--- src/rtl/vedic_pkg.sv ---
// Shared widths and the 3-bit carry-lookahead (CBL) primitive for the Vedic multiplier
// accumulation stage.
package vedic_pkg;

  localparam int unsigned HALF_DEF = 4;
  localparam int unsigned PP_W     = 2 * HALF_DEF;
  localparam int unsigned PROD_W   = 4 * HALF_DEF;

  // Returns {carry_out, sum[2:0]}. Zero-padded upper bits make bit k equal the carry into
  // bit k, so a truncated block reads its carry-out from bit W of the result.
  function automatic logic [3:0] cbl3(input logic [2:0] a, input logic [2:0] b,
                                      input logic cin);
    logic [2:0] g;
    logic [2:0] p;
    logic [3:0] c;
    g    = a & b;
    p    = a ^ b;
    c[0] = cin;
    c[1] = g[0] | (p[0] & cin);
    c[2] = g[1] | (p[1] & g[0]) | (p[1] & p[0] & cin);
    c[3] = g[2] | (p[2] & g[1]) | (p[2] & p[1] & g[0]) | (p[2] & p[1] & p[0] & cin);
    return {c[3], p ^ c[2:0]};
  endfunction

endpackage

--- src/rtl/vedic_pp_accumulate_if.sv ---
// Valid/ready bus carrying the four partial products in and the product out.
interface vedic_pp_accumulate_if
  import vedic_pkg::*;
#(
  parameter int unsigned HALF = HALF_DEF
) ();

  logic                in_valid;
  logic                in_ready;
  logic [2*HALF-1:0]   pp_ll;
  logic [2*HALF-1:0]   pp_hl;
  logic [2*HALF-1:0]   pp_lh;
  logic [2*HALF-1:0]   pp_hh;
  logic                out_valid;
  logic                out_ready;
  logic [4*HALF-1:0]   product;

  modport master (
    output in_valid, pp_ll, pp_hl, pp_lh, pp_hh, out_ready,
    input  in_ready, out_valid, product
  );

  modport slave (
    input  in_valid, pp_ll, pp_hl, pp_lh, pp_hh, out_ready,
    output in_ready, out_valid, product
  );

endinterface

--- src/rtl/csla_adder.sv ---
// Combinational carry-select adder built from 3-bit CBL blocks; the last block is
// truncated to WIDTH mod 3 bits.
module csla_adder
  import vedic_pkg::*;
#(
  parameter int unsigned WIDTH = 8
) (
  input  logic [WIDTH-1:0] a,
  input  logic [WIDTH-1:0] b,
  input  logic             cin,
  output logic [WIDTH-1:0] sum,
  output logic             cout
);

  localparam int unsigned NumBlk = (WIDTH + 2) / 3;

  logic [NumBlk:0] carry;

  assign carry[0] = cin;

  for (genvar gi = 0; gi < NumBlk; gi++) begin : g_blk
    localparam int unsigned Lo = 3 * gi;
    localparam int unsigned W  = ((WIDTH - Lo) >= 3) ? 3 : (WIDTH - Lo);

    logic [W:0] r0;
    logic [W:0] r1;

    // Both carry-in hypotheses are computed up front; the incoming carry only selects.
    assign r0 = (W + 1)'(cbl3(3'(a[Lo +: W]), 3'(b[Lo +: W]), 1'b0));
    assign r1 = (W + 1)'(cbl3(3'(a[Lo +: W]), 3'(b[Lo +: W]), 1'b1));

    assign sum[Lo +: W]  = carry[gi] ? r1[W-1:0] : r0[W-1:0];
    assign carry[gi + 1] = carry[gi] ? r1[W]     : r0[W];
  end

  assign cout = carry[NumBlk];

endmodule

--- src/rtl/vedic_pp_accumulate.sv ---
// Three-stage valid/ready pipeline computing P = (HH<<8) + ((HL+LH)<<4) + LL from the
// four 4x4 Vedic partial products.
module vedic_pp_accumulate
  import vedic_pkg::*;
#(
  parameter int unsigned HALF = HALF_DEF
) (
  input  logic                  clk,
  input  logic                  rst,
  vedic_pp_accumulate_if.slave  bus
);

  localparam int unsigned PpW = 2 * HALF;

  logic v1_q, v2_q, v3_q;
  logic adv1, adv2, adv3;

  logic [PpW:0]   mid_q;
  logic [PpW-1:0] ll1_q, hh1_q;
  logic [PpW-1:0] lo2_q, hh2_q;
  logic           clo2_q;
  logic [HALF:0]  midhi2_q;
  logic [2*PpW-1:0] product_q;

  logic [PpW-1:0] mid_sum, lo_sum, hi_sum, lo_b, hi_b;
  logic           mid_cout, lo_cout, hi_cout_unused;

  always_comb begin
    adv3 = !v3_q || bus.out_ready;
    adv2 = !v2_q || adv3;
    adv1 = !v1_q || adv2;
  end

  assign bus.in_ready  = adv1;
  assign bus.out_valid = v3_q;
  assign bus.product   = product_q;

  assign lo_b = {mid_q[HALF-1:0], {HALF{1'b0}}};
  assign hi_b = PpW'(midhi2_q);

  csla_adder #(.WIDTH(PpW)) u_s1_mid (
    .a    (bus.pp_hl),
    .b    (bus.pp_lh),
    .cin  (1'b0),
    .sum  (mid_sum),
    .cout (mid_cout)
  );

  csla_adder #(.WIDTH(PpW)) u_s2_lo (
    .a    (ll1_q),
    .b    (lo_b),
    .cin  (1'b0),
    .sum  (lo_sum),
    .cout (lo_cout)
  );

  // Legal partial products never carry out of the high half.
  csla_adder #(.WIDTH(PpW)) u_s3_hi (
    .a    (hh2_q),
    .b    (hi_b),
    .cin  (clo2_q),
    .sum  (hi_sum),
    .cout (hi_cout_unused)
  );

  // Data registers load only with valid upstream data, so nothing stale reaches product.
  always_ff @(posedge clk) begin
    if (rst) begin
      v1_q      <= 1'b0;
      v2_q      <= 1'b0;
      v3_q      <= 1'b0;
      mid_q     <= '0;
      ll1_q     <= '0;
      hh1_q     <= '0;
      lo2_q     <= '0;
      clo2_q    <= 1'b0;
      hh2_q     <= '0;
      midhi2_q  <= '0;
      product_q <= '0;
    end else begin
      if (adv1) begin
        v1_q <= bus.in_valid;
        if (bus.in_valid) begin
          mid_q <= {mid_cout, mid_sum};
          ll1_q <= bus.pp_ll;
          hh1_q <= bus.pp_hh;
        end
      end
      if (adv2) begin
        v2_q <= v1_q;
        if (v1_q) begin
          lo2_q    <= lo_sum;
          clo2_q   <= lo_cout;
          hh2_q    <= hh1_q;
          midhi2_q <= mid_q[PpW:HALF];
        end
      end
      if (adv3) begin
        v3_q <= v2_q;
        if (v2_q) begin
          product_q <= {hi_sum, lo2_q};
        end
      end
    end
  end

endmodule

--- src/flat_wrapper.sv ---
// flat-port wrapper written by rule: the top's interface ports become plain ports
module vedic_pp_accumulate_flat import vedic_pkg::*;
#(
  parameter int unsigned HALF = HALF_DEF
)
  (clk, rst, bus_in_valid, bus_pp_ll, bus_pp_hl, bus_pp_lh, bus_pp_hh, bus_out_ready, bus_in_ready, bus_out_valid, bus_product);
  vedic_pp_accumulate_if #(.HALF(HALF)) bus_i ();
  input  logic clk;
  input  logic rst;
  input wire logic [$bits(bus_i.in_valid)-1:0] bus_in_valid;
  input wire logic [$bits(bus_i.pp_ll)-1:0] bus_pp_ll;
  input wire logic [$bits(bus_i.pp_hl)-1:0] bus_pp_hl;
  input wire logic [$bits(bus_i.pp_lh)-1:0] bus_pp_lh;
  input wire logic [$bits(bus_i.pp_hh)-1:0] bus_pp_hh;
  input wire logic [$bits(bus_i.out_ready)-1:0] bus_out_ready;
  output wire logic [$bits(bus_i.in_ready)-1:0] bus_in_ready;
  output wire logic [$bits(bus_i.out_valid)-1:0] bus_out_valid;
  output wire logic [$bits(bus_i.product)-1:0] bus_product;
  assign bus_i.in_valid = bus_in_valid;
  assign bus_i.pp_ll = bus_pp_ll;
  assign bus_i.pp_hl = bus_pp_hl;
  assign bus_i.pp_lh = bus_pp_lh;
  assign bus_i.pp_hh = bus_pp_hh;
  assign bus_i.out_ready = bus_out_ready;
  assign bus_in_ready = bus_i.in_ready;
  assign bus_out_valid = bus_i.out_valid;
  assign bus_product = bus_i.product;
  vedic_pp_accumulate #(.HALF(HALF)) u_core (.clk(clk), .rst(rst), .bus(bus_i));
endmodule
--- config.mk ---
export PLATFORM = sky130hd
export DESIGN_NAME = vedic_pp_accumulate_flat
export DESIGN_NICKNAME = d
export VERILOG_FILES = /design/src/rtl/vedic_pkg.sv /design/src/rtl/vedic_pp_accumulate_if.sv /design/src/rtl/csla_adder.sv /design/src/rtl/vedic_pp_accumulate.sv /design/src/flat_wrapper.sv
export SDC_FILE = /design/constraint.sdc
export NUM_CORES = 1
export LEC_CHECK = 0
export ABC_AREA = 1
export CAP_MARGIN = 20
export CORE_MARGIN = 2
export CORE_UTILIZATION = 35
export CTS_BUF_LIST = sky130_fd_sc_hd__clkbuf_4 sky130_fd_sc_hd__clkbuf_8
export CTS_CLUSTER_SIZE = 25
export DETAILED_ROUTE_END_ITERATION = 6
export MAX_ROUTING_LAYER = met4
export SYNTH_ARGS = -nofsm -noshare
export SYNTH_HDL_FRONTEND = slang
export SYNTH_SLANG_ARGS = --single-unit
--- constraint.sdc ---
create_clock -name clk -period 1.61 [get_ports clk]
set_input_delay 0.322 -clock clk [delete_from_list [all_inputs] [get_ports clk]]
set_output_delay 0.322 -clock clk [all_outputs]
set_load 0.1 [all_outputs]
==> results.md, run 1 <==
* Post-route minimum period at between 1500 and 2000 ps
* Vias per cell at roughly 4.6
* Critical Path Slowest Stage Cell: clkdlybuf4s50_1
* Sequential cell area at between 1000 and 1500 µm²
* Fin crit share at between 90% and 100%
* Sequential share of power at 44.3%
* Vias at between 2000 and 3000
* First-pass GRT wire length at ~11 mm
* EDFF count, synth at 0
* Maximum vdd drop at about 350 µV
* Busiest grt layer: met2
* Internal at between 2 and 3 mW
* Status: finished clean
* Sink Count at 66
* Top-level I/O count at between 50 and 60
* Net switching power at approximately 1.2 mW
* Final antenna-violating net count at 0
* Placeable Area at approximately 8700 µm²
* Hold Crit Class: input port to flop
* Die area at around 10000 µm²
* Comb power frac at 22.7%
* Clock Tree Root: clkbuf_8
* CTS max path bufs at 2
* Die Wd at just under 100 µm
* Achievable frequency at around 630 MHz
* Crit path launch type: input port
* Met3 Use GR at 3.262%
* Initial DRC Count at around 80
* Diode count at 0
* Cell Area, Placed at 4111 µm²
* CP Capture Point: u_core.mid_q[7]
* Area of the multi-input gates at 1713 µm²
* Layout cells sized above 1 at between 20% and 30%
* Clock share of power at 33.0%
* Final TNS setup at 0 ps
* Switch share at a little under 30%
* Area Overhead vs Synth at 42.26%
* Max FO, Critical Path at 3
* Routing usage on met2 at between 20% and 30%
* Pre-Repair DR Iteration Count at 5
* Worst path arrival time at roughly 1800 ps
* Static Leak at 2.039 nW
* Largest net degree at the start of global routing at 54
* Critical Path Source: bus_pp_hl[3]
* Synth Area per Inst at around 7.6 µm²
* Layout fillers at 817
* Netlist Area Pre-Place at roughly 3200 µm²
* Setup violators final at 0
* Buf/Inv on CP at 4
* Power Dens Cells at between 900 and 1000 nW/µm²
* IO Port Bufs at 53
* Num CTS Buffers at 9
* Final net count at between 500 and 600
* Final RePlAce weighted congestion at between 0.7 and 0.8
* Max-slew violations at 0
* CTS tree: yes
* Crit-path cells: clkdlybuf4s50_1 > inv_1 > ha_4 > nand2_1 > inv_1 > nand3_2 > nand2_2 > nand3_1 > nand3_1 > nand3_2 > nand2_1 > inv_1
* Global-route track usage on met1 at roughly 17%
* Setup crit end kind: flop
* Post-synth ARST share at 0%
* H-tree depth at 3
* Worst skew pair latency at between 300 and 400 ps
* Die height at ~100 µm
* Hold WS at a little over 400 ps
* Most Frequent Cell on Critical Path: inv_1
* Core Rows at 34
* Tot GR Track Use at 14.15%
* DR WL/cell at around 11 µm
* DPL Wire Length at roughly 4.7 mm
* Crit path required time at 1850 ps
* Register area share after synthesis at roughly two fifths
* Worst clock skew at approximately 6.3 ps
* Least-Margin Pin Slew at 285.6 ps
* Post-Route WL at about 6.7 mm
* Maxcap violations at 0
* Synth unique cells at 30
* DRC at 0
* Top_reg_cell synth: dfxtp_1
* Crit path depth at 12
* Worst rel slew slack at approximately 80%
* R2R Path End: u_core.bus.product[15]
* R2R Setup Slk at roughly 130 ps
* Worst r2r path cells at 11
* Clock-pin slew on the worst setup and hold paths at about 70 ps
* Fin. Hold Viols at 0
* Final Power at between 4 and 5 mW
* CP top delay family: buffers and inverters
* Vias in the first global route at approximately 2600
* Worst path max stage delay at ~480 ps
* Flops & latches, synth at 66
* Layout Cell Area excl Fill at ~4500 µm²
* Setup CP Type: input port to flop
* Remaining Overflow, GRT at 0
* CTS Hold Bufs at 0
* Hold Startpoint: bus_out_ready
* Cell count after synthesis at between 400 and 500
* Initial Util at between 30% and 40%
* Reg2reg start: u_core.midhi2_q[0]
* Synthesized net count at between 400 and 500
* Initial antenna violation count at 0
* Synth Warn # at 0
[layout by cell type, fill, tap and decap left out, types with 4 or more instances in the layout]
cell type        netlist  final
ha_4                   0      7
dlymetal6s2s_1         0      6
nand3_1               20     16
xor2_1                 7      7
nand3_2                2      6
buf_4                  2     20
ha_1                  21     13
nand2_2                6      8
inv_1                 41     40
a21oi_1               26     24
clkdlybuf4s50_1        0     29
dfxtp_1               66     64
nor2_1                99     96
inv_2                  3      4
o21ai_1               14     15
clkbuf_8               0     10
o21ai_0               46     45
nand2_1               31     28
buf_12                 0     22
[power by group through the flow]
| stage | Clock, mW | Combinational [mW] | Sequential [mW] |
|---|---|---|---|
| CTS | 1.39 | 0.876 | 1.82 |
| detailed placement | 0 | 0.870 | 1.85 |
| finish | 1.35 | 0.931 | 1.82 |
| global route | 1.47 | 1.02 | 1.83 |
| global placement | 0 | 0.856 | 1.85 |
| floorplan | 0 | 0.404 | 1.99 |
[area by class of cell]
cell class	instances	area share, %
Timing Repair Buffer	77	21.25
Tap cell	108	3.004
Multi-Input combinational cell	287	38.08
Inverter	46	3.894
Clock buffer	10	3.060
Clock inverter	5	1.224
Sequential cell	66	29.49
[synth_stat cells, types with 2 or more instances]
cell type / count / area [µm²]
nor2_1: 99 / 371.6
dfxtp_1: 66 / 1321
o21ai_0: 46 / 230.2
inv_1: 41 / 153.9
nand2_1: 31 / 116.4
a21oi_1: 26 / 130.1
ha_1: 21 / 262.8
nand3_1: 20 / 100.1
o21ai_1: 14 / 70.07
clkbuf_1: 7 / 26.28
xor2_1: 7 / 61.31
nand2_2: 6 / 37.54
buf_6: 5 / 56.30
buf_2: 3 / 15.01
inv_2: 3 / 11.26
xnor2_1: 3 / 26.28
buf_4: 2 / 15.01
fa_1: 2 / 40.04
nand3_2: 2 / 20.02
nand3b_1: 2 / 15.01
[registers in the layout, summed over array words and instances, names as in the netlist]
signal,cells
u_core.bus.product,16
u_core.mid_q,9
u_core.lo2_q,8
u_core.hh1_q,8
u_core.v1_q,1
u_core.midhi2_q,5
u_core.bus.out_valid,1
u_core.hh2_q,8
u_core.clo2_q,1
u_core.ll1_q,8
u_core.v2_q,1
[timing repair]
action,CTS,global route
pin swaps,0,8
endpoints found under the setup margin,2,13
gates resized for setup,1,32
cloned,0,0
setup buffers,0,3
[kinds of logic after synthesis]
logic type | count (synthesis) | share of synthesized area, %
XOR/XNOR | 10 | 2.770
AO/OA/AOI/OAI | 90 | 14.80
adder cells (fa/ha/maj) | 23 | 9.577
buffers and inverters | 63 | 9.102
flip-flops | 66 | 41.79
AND/OR/NAND/NOR | 164 | 21.96
[through the flow]
stage | setup slack, ps | utilization (%) | instances
2_1_floorplan | 35.14 | - | 416
3_3_place_gp | -331.0 | 47.14 | 581
3_5_place_dp | -385.2 | 47.14 | 581
4_1_cts | 17.60 | 49.40 | 596
5_1_grt | -8.371 | 51.58 | 599
6_report | 30.49 | 51.58 | 599
[how the worst min path moves through the flow]
stage	to	slack, ps	depth (start not counted)
2_1_floorplan	u_core.hh1_q[0]	450	2
3_3_place_gp	u_core.lo2_q[1]	460	2
3_5_place_dp	u_core.ll1_q[1]	470	2
4_1_cts	u_core.midhi2_q[3]	490	2
5_1_grt	u_core.bus.out_valid	450	5
6_report	u_core.bus.out_valid	410	5
[worst reg2reg max path, cell delays in order (launching register included)]
cell and delay, ps:
dfxtp_2 320, inv_1 110, ha_4 220, a21o_1 200
nand2_2 80, nand2_2 80, nand3_2 100, nand2_2 60
nand2_1 60, nand3_1 60, nand2_1 60, inv_1 30
[layer usage]
layer / share of wire (%) / vias up
li1: - / 1473
met1: 48 / 1204
met2: 46 / 60
met3: 5.0 / 10
met4: 1.6 / 0
met5: 0 / -
No activity file was read; power rests on OpenSTA's default activity.
==> inputs of run 2 (changes only) <==
CTS_BUF_LIST = default   (was sky130_fd_sc_hd__clkbuf_4 sky130_fd_sc_hd__clkbuf_8)
==> results of run 2 <==
Same layout as run 1: the final DEF is identical, and so are final timing and power.
==> RTL change 1: new RTL, flow settings as in run 1 <==
Reset style: asynchronous (`rst`), changed in one clocked block.
--- a/src/rtl/vedic_pp_accumulate.sv
+++ b/src/rtl/vedic_pp_accumulate.sv
@@ -65,5 +65,5 @@
 
   // Data registers load only with valid upstream data, so nothing stale reaches product.
-  always_ff @(posedge clk) begin
+  always_ff @(posedge clk or posedge rst) begin
     if (rst) begin
       v1_q      <= 1'b0;
Behaviour: differs if rst is asserted again (counterexample within 4 cycles, from zero or initial values and one cycle with rst high); with rst held inactive, the same outputs for 10 cycles.
==> RTL change 1 against run 1 <==
  * Final area is 4.7% higher
  * Setup slack better by 39 ps
  * Core utilization shrank 0.84 points
  * Maximum frequency grew 2.5%
  * Sequential cell count stayed put
  * Critical path depth is 1 lower
  * Routed wire length is 3.1% lower
  * Area after synthesis is 6.2% higher
  * Clock skew rose by 1.2 ps
Power is not compared: it rests on default switching activity, and its combinational part moved more than twofold at a synthesized area within 25%.
==> RTL change 1: results (changes against run 1) <==
** Drt
- Drt total wl :: 6451 um (-3.1%)
- The number of DRC markers in iteration 0 came to 102 (+24%).
- The first-pass iteration count of the detailed router came to 4 (-1).
- Vias per inst :: 4.332 (-5.5%)

** Critical path
- In this run the critical register-to-register path is captured at u_core.bus.product[12]$_DFFE_PP0P_.
- The cell family contributing the most delay on the critical path is simple AND/OR/NAND/NOR gates.
- Crit-path max FO :: 6 (+3)
- Reg-to-Reg Start :: u_core.midhi2_q[0]$_DFFE_PP0P_
- Largest stage delay, worst path :: 400 ps (-80 ps)
- Cell at the slowest stage of the critical path :: dfrtp_1
- Worst r2r path cells :: 11 (unchanged)
- Worst reg2reg setup slack :: 70 ps (-60 ps)
- The critical path arrival is 1780 ps (-30 ps).

** Hold path
- Hold WC Path Type :: input pin to register
- The worst hold path cell count came to 4 (-1).
- Hold path start :: bus_out_ready
- For hold timing, the worst endpoint is u_core.bus.out_valid$_DFFE_PP0P_.

** Finish
- Share of post-route cells with drive strength above 1 :: 0.2265 (+0.02283)
- The flip-flop count of the largest register, all copies and words added was 16 (unchanged).
- The layout net count is 522 (-4.4%).

** Clocking
- Clock transition at path regs :: 70 ps (about the same)
- The maximum buffer depth of the clock tree was 2 (unchanged).
- Clock root buffer :: clkbuf_8
- The number of CTS-inserted buffers is 9 (unchanged).
- The clock insertion delay at the later pin of the skew report is 350 ps (+20 ps).

** Synthesis
- Among all flip-flop cells after synthesis, the most frequent one is dfrtp_1.
- The XOR/XNOR share of the synthesized area was 0.01565 (-0.01205).
- The post-synthesis compound-gate area fraction came to 0.1043 (-0.04368).
- The number of nets produced by synthesis was 445 (-6.3%).
- Share of synthesized flip-flops with an asynchronous set or reset :: 1.000 (+1.000)
- In the post-synthesis netlist, the biggest area contributors are dfrtp_1, nand2_1, ha_1.
- Portion of the post-synthesis area used by sequential elements :: 0.4918 (+0.07392)
- The count of different cell masters after synthesis was 29 (-3.3%).
- Top cells by count, synth :: nand2_1, dfrtp_1, inv_1
- Area share of fa/ha/maj cells after synthesis :: 0.09016 (-0.005602)

** STA
- Post-Route Skew :: 7.491 ps (+1.165 ps)
- Max-slew headroom at the worst pin :: 0.7232 (-0.08609)
- The worst hold slack after final layout was 387.4 ps (-18.98 ps).

** Placement
- The last weighted congestion value of the routability-driven placer came to 0.8052 (+2.6%).
- The quantity of I/O buffers inserted on ports came to 53 (unchanged).
- The HPWL after detailed placement was 4630 um (-1.6%).

** GRT
- The global router's overall resource usage is 0.1413 (-0.0001828).
- Pin count of the biggest net entering global routing :: 67 (+24%)
- First-pass GRT wire length :: 11180 um (+0.93%)
- The number of global-route vias before repair is 2516 (-1.5%).

** Outcome
- The flow ran to the end, and the final reports show no timing, DRC or antenna violations.

** Power
- Of the total power, the share spent switching nets is 0.4406.
[RTL change 1: worst max path at each step]
| stage | startpoint | depth (start not counted) | slack (ps) | to |
|---|---|---|---|---|
| 2_1_floorplan | u_core.bus.out_valid$_DFFE_PP0P_ | 8 | 10 | u_core.mid_q[5]$_DFFE_PP0P_ |
| 3_3_place_gp | bus_pp_lh[2] | 10 | -220 | u_core.mid_q[7]$_DFFE_PP0P_ |
| 3_5_place_dp | bus_pp_lh[2] | 10 | -270 | u_core.mid_q[7]$_DFFE_PP0P_ |
| 4_1_cts | u_core.bus.out_valid$_DFFE_PP0P_ | 4 | 0.3 | bus_in_ready |
| 5_1_grt | bus_pp_lh[5] | 10 | -40 | u_core.mid_q[7]$_DFFE_PP0P_ |
| 6_report | u_core.midhi2_q[0]$_DFFE_PP0P_ | 11 | 70 | u_core.bus.product[12]$_DFFE_PP0P_ |
[RTL change 1: cell families (layout without fill, tap and decap cells)]
logic type | after synthesis | count (layout)
xor+xnor | 6 | 6
flops | 66 | 66
compound gates | 55 | 55
simple gates | 175 | 175
fa+ha+maj | 23 | 23
buf+inv | 61 | 143
[RTL change 1: what timing repair did]
item                       4_1_cts  5_1_grt
pin swaps                        3        5
hold buffers                     0        0
resized for setup                2       19
cloned                           0        0
setup endpoints to repair        3        8
buffers inserted                 1        8
[RTL change 1: metrics by stage]
stage	worst slack (ps)	instance area [um2]	setup TNS [ps]	cells	total power, W
3_3_place_gp	-222.6	4313	-2373	572	0.006768
5_1_grt	-36.43	4711	-91.99	597	0.009228
4_1_cts	0.3073	4544	0	589	0.008447
2_1_floorplan	10.25	3379	0	386	0.005385
6_report	69.39	4711	0	597	0.008644
3_5_place_dp	-269.8	4313	-3073	572	0.006849
[RTL change 1: cell type report]
type / count / area, um2
fill: 912 / 4573
sequential: 66 / 1655
multi-input combinational: 259 / 1560
timing repair buffer: 76 / 910.9
inverter: 51 / 197.7
tap: 129 / 161.4
clock buffer: 9 / 123.9
clock inverter: 7 / 101.3
[RTL change 1: power groups by stage]
stage	Combinational [W]	Sequential, W	Clock [W]
after floorplan	0.00154	0.00385	0
after global placement	0.00411	0.00266	0
after detailed placement	0.00417	0.00268	0
after CTS	0.00419	0.00265	0.00160
after global routing	0.00479	0.00275	0.00169
final	0.00442	0.00267	0.00156
[RTL change 1: routing by layer]
layer | track usage | wire [um] | vias up | part of all wire
met4 | 0.06667 | 135 | 0 | 0.021
met2 | 0.2181 | 2949 | 46 | 0.46
li1 | - | - | 1359 | -
met1 | 0.1769 | 3122 | 1170 | 0.48
met5 | - | 0 | - | 0
met3 | 0.03146 | 243 | 11 | 0.038
==> RTL change 2: new RTL, settings of run 1 <==
Made on the original files. Set the package constant `HALF_DEF` to 5 (it was 4).
--- a/src/rtl/vedic_pkg.sv
+++ b/src/rtl/vedic_pkg.sv
@@ -3,5 +3,5 @@
 package vedic_pkg;
 
-  localparam int unsigned HALF_DEF = 4;
+  localparam int unsigned HALF_DEF = 5;
   localparam int unsigned PP_W     = 2 * HALF_DEF;
   localparam int unsigned PROD_W   = 4 * HALF_DEF;
Ports: changed (5 resized); port bits go from 54 to 66. The function was not compared with the original's and may differ.
==> RTL change 2 against run 1 <==
  * Final area rose by 26%
  * Critical path type is now input pin to output pin
  * Sequential share of layout area shrank 0.84 points
  * Largest power group unchanged
  * Global-route usage grew 0.91 points
  * Area after synthesis is 26% higher
  * Non-clock buffer count increased by 30
  * Setup slack better by 30 ps
  * First-iteration DRC count up 40%
  * Count of clock-buffer cells in the layout is 1 lower
  * Combinational power up 31%
  * Sequential cell count is 15 higher
  * Power rose by 15%
  * Routed wire length rose by 34%
  * Maximum frequency increased by 1.9%
==> RTL change 2: results (changes against run 1) <==
** Placement
- The quantity of I/O buffers inserted on ports came to 65 (+23%).
- The post-placement cell area came to 5269 um2 (+28%).
- The last weighted congestion value of the routability-driven placer is 0.9092 (+16%).
- Post-detailed-placement half-perimeter wirelength :: 6569 um (+40%)
- Setup Slack @ Placement :: -422.8 ps (-37.64 ps)

** Clocking
- Number of gates resized after cts :: 7 (+6)
- Number of levels the H-tree was split into :: 3 (unchanged)
- The clock insertion delay at the later pin of the skew report is 360 ps (+30 ps).
- Post-CTS setup buffers :: 0 (unchanged)
- The number of CTS-inserted buffers is 9 (unchanged).

** Power
- The worst-case vdd ir drop was 0.0003486 V (-0.77%).
- Static Leakage :: 2.694 nW (+32%)

** Drt
- The routed via count was 3545 (+29%).
- The number of DRC markers in iteration 0 is 115 (+40%).
- 1st-pass router iterations :: 4 (-1)
- Average detailed-routed wire length per instance :: 11.44 um (+2.9%)

** Hold path
- The worst hold path cell count was 4 (-1).
- The path class of the tightest hold or removal check is input pin to register.

** Critical path
- Crit-path max FO :: 3 (unchanged)
- Worst r2r path cells :: 8 (-3)
- The critical path's largest stage delay was 410 ps (-70 ps).
- In this run the worst setup path terminates at bus_in_ready.
- Worst reg2reg setup slack :: 90 ps (-40 ps)
- CP Launch Point :: bus_out_ready
- Signal arrival time at the worst endpoint :: 1230 ps (-580 ps)
- The startpoint identified for the worst register-to-register timing path is u_core.ll1_q[6]$_SDFFE_PP0P_.
- In this run the critical register-to-register path is captured at u_core.lo2_q[8]$_SDFFE_PP0P_.

** Synthesis
- The number of nets produced by synthesis came to 617 (+30%).
- The fraction of registers with async set/reset is 0 (unchanged).
- The count of different cell masters after synthesis came to 31 (+3.3%).
- The share of synthesized area occupied by flip-flops and latches came to 0.4064 (-0.01149).
- Most area-consuming cells after synthesis :: dfxtp_1, nor2_1, ha_1
- YS warnings :: 0 (unchanged)
- The commonest cells after synthesis are nor2_1, dfxtp_1, inv_1.

** GRT
- The global-route wire length before repair is 15080 um (+36%).
- Pin count of the biggest net entering global routing :: 27 (-50%)
- Global-route usage over all layers :: 0.1507 (+0.009146)

** Finish
- Fin nets :: 713 (+31%)
- Largest register FFs :: 20 (+4)
- Fillcell total :: 1028 (+26%)
- The share of cells above drive strength 1 came to 0.2022 (-0.001489).
- Cell area after layout :: 5688 um2 (+26%)

** STA
- The shortest clock period the worst path allows after layout came to 1550 ps (-29.90 ps).
- Max-slew headroom at the worst pin :: 0.8312 (+0.02191)
- The post-route clock skew was 10.51 ps (+4.183 ps).

** Outcome
- Status :: completed
[RTL change 2: cell count changes after synthesis, moves of 7 or more]
cell and change:
inv_1 +24, nand2_1 +23, nor2_1 +23, dfxtp_1 +15
o21ai_0 +15, nand3_1 +13, ha_1 +8, a21oi_1 +7
[RTL change 2: worst min-delay path by stage]
stage / from / end / slack, ps
2_1_floorplan: u_core.lo2_q[8]$_SDFFE_PP0P_ / u_core.bus.product[8]$_SDFFE_PP0P_ / 430
3_3_place_gp: u_core.hh1_q[0]$_SDFFE_PP0P_ / u_core.hh1_q[0]$_SDFFE_PP0P_ / 460
3_5_place_dp: u_core.hh1_q[0]$_SDFFE_PP0P_ / u_core.hh1_q[0]$_SDFFE_PP0P_ / 460
4_1_cts: u_core.mid_q[8]$_SDFFE_PP0P_ / u_core.mid_q[8]$_SDFFE_PP0P_ / 480
5_1_grt: bus_pp_hl[1] / u_core.mid_q[1]$_SDFFE_PP0P_ / 450
6_report: bus_pp_hl[1] / u_core.mid_q[1]$_SDFFE_PP0P_ / 420
[RTL change 2: power by group]
| group | leakage, nW | switching, W | total, W | internal, W |
|---|---|---|---|---|
| Combinational | 1.94 | 0.000672 | 0.00122 | 0.000550 |
| Sequential | 0.670 | 0.0000913 | 0.00223 | 0.00214 |
| Clock | 0.0846 | 0.000709 | 0.00125 | 0.000542 |
[RTL change 2: area by class of cell]
type | instances | area share
Multi-Input combinational cell | 371 | 0.3808
Clock buffer | 9 | 0.02178
Tap cell | 140 | 0.03080
Clock inverter | 6 | 0.006379
Inverter | 69 | 0.04597
Timing Repair Buffer | 107 | 0.2279
Sequential cell | 81 | 0.2864
[RTL change 2: tightest hold or removal path, delay by kind of cell]
kind            cells  cell delay, ps
buf+inv             2             220
fa+ha+maj           1             150
compound gates      1              50
[RTL change 2: per-stage QoR]
step           std cells  power [W]  setup TNS (ps)
6_report             783   0.004703               0
5_1_grt              783   0.004974          -20.90
4_1_cts              779   0.004670               0
3_5_place_dp         764   0.003419           -6704
3_3_place_gp         764   0.003388           -5430
2_1_floorplan        543   0.002959           -2595
[RTL change 2: logic make-up after synthesis]
family	Yosys count	synth area share
and+or+nand+nor	221	0.2283
AOI/OAI and AO/OA	110	0.1442
adders and majority gates	30	0.09596
buffers and inverters	91	0.1032
xor gates and xnor gates	10	0.02195
DFF	81	0.4064
[RTL change 2: routing by layer]
| metal | routed length, um | part of all wire | GRT usage | vias up |
|---|---|---|---|---|
| met2 | 4209 | 0.47 | 0.2491 | 57 |
| li1 | - | - | - | 1917 |
| met1 | 4237 | 0.47 | 0.1813 | 1560 |
| met3 | 371 | 0.041 | 0.03554 | 11 |
| met5 | 0 | 0 | - | - |
| met4 | 136 | 0.015 | 0.05000 | 0 |
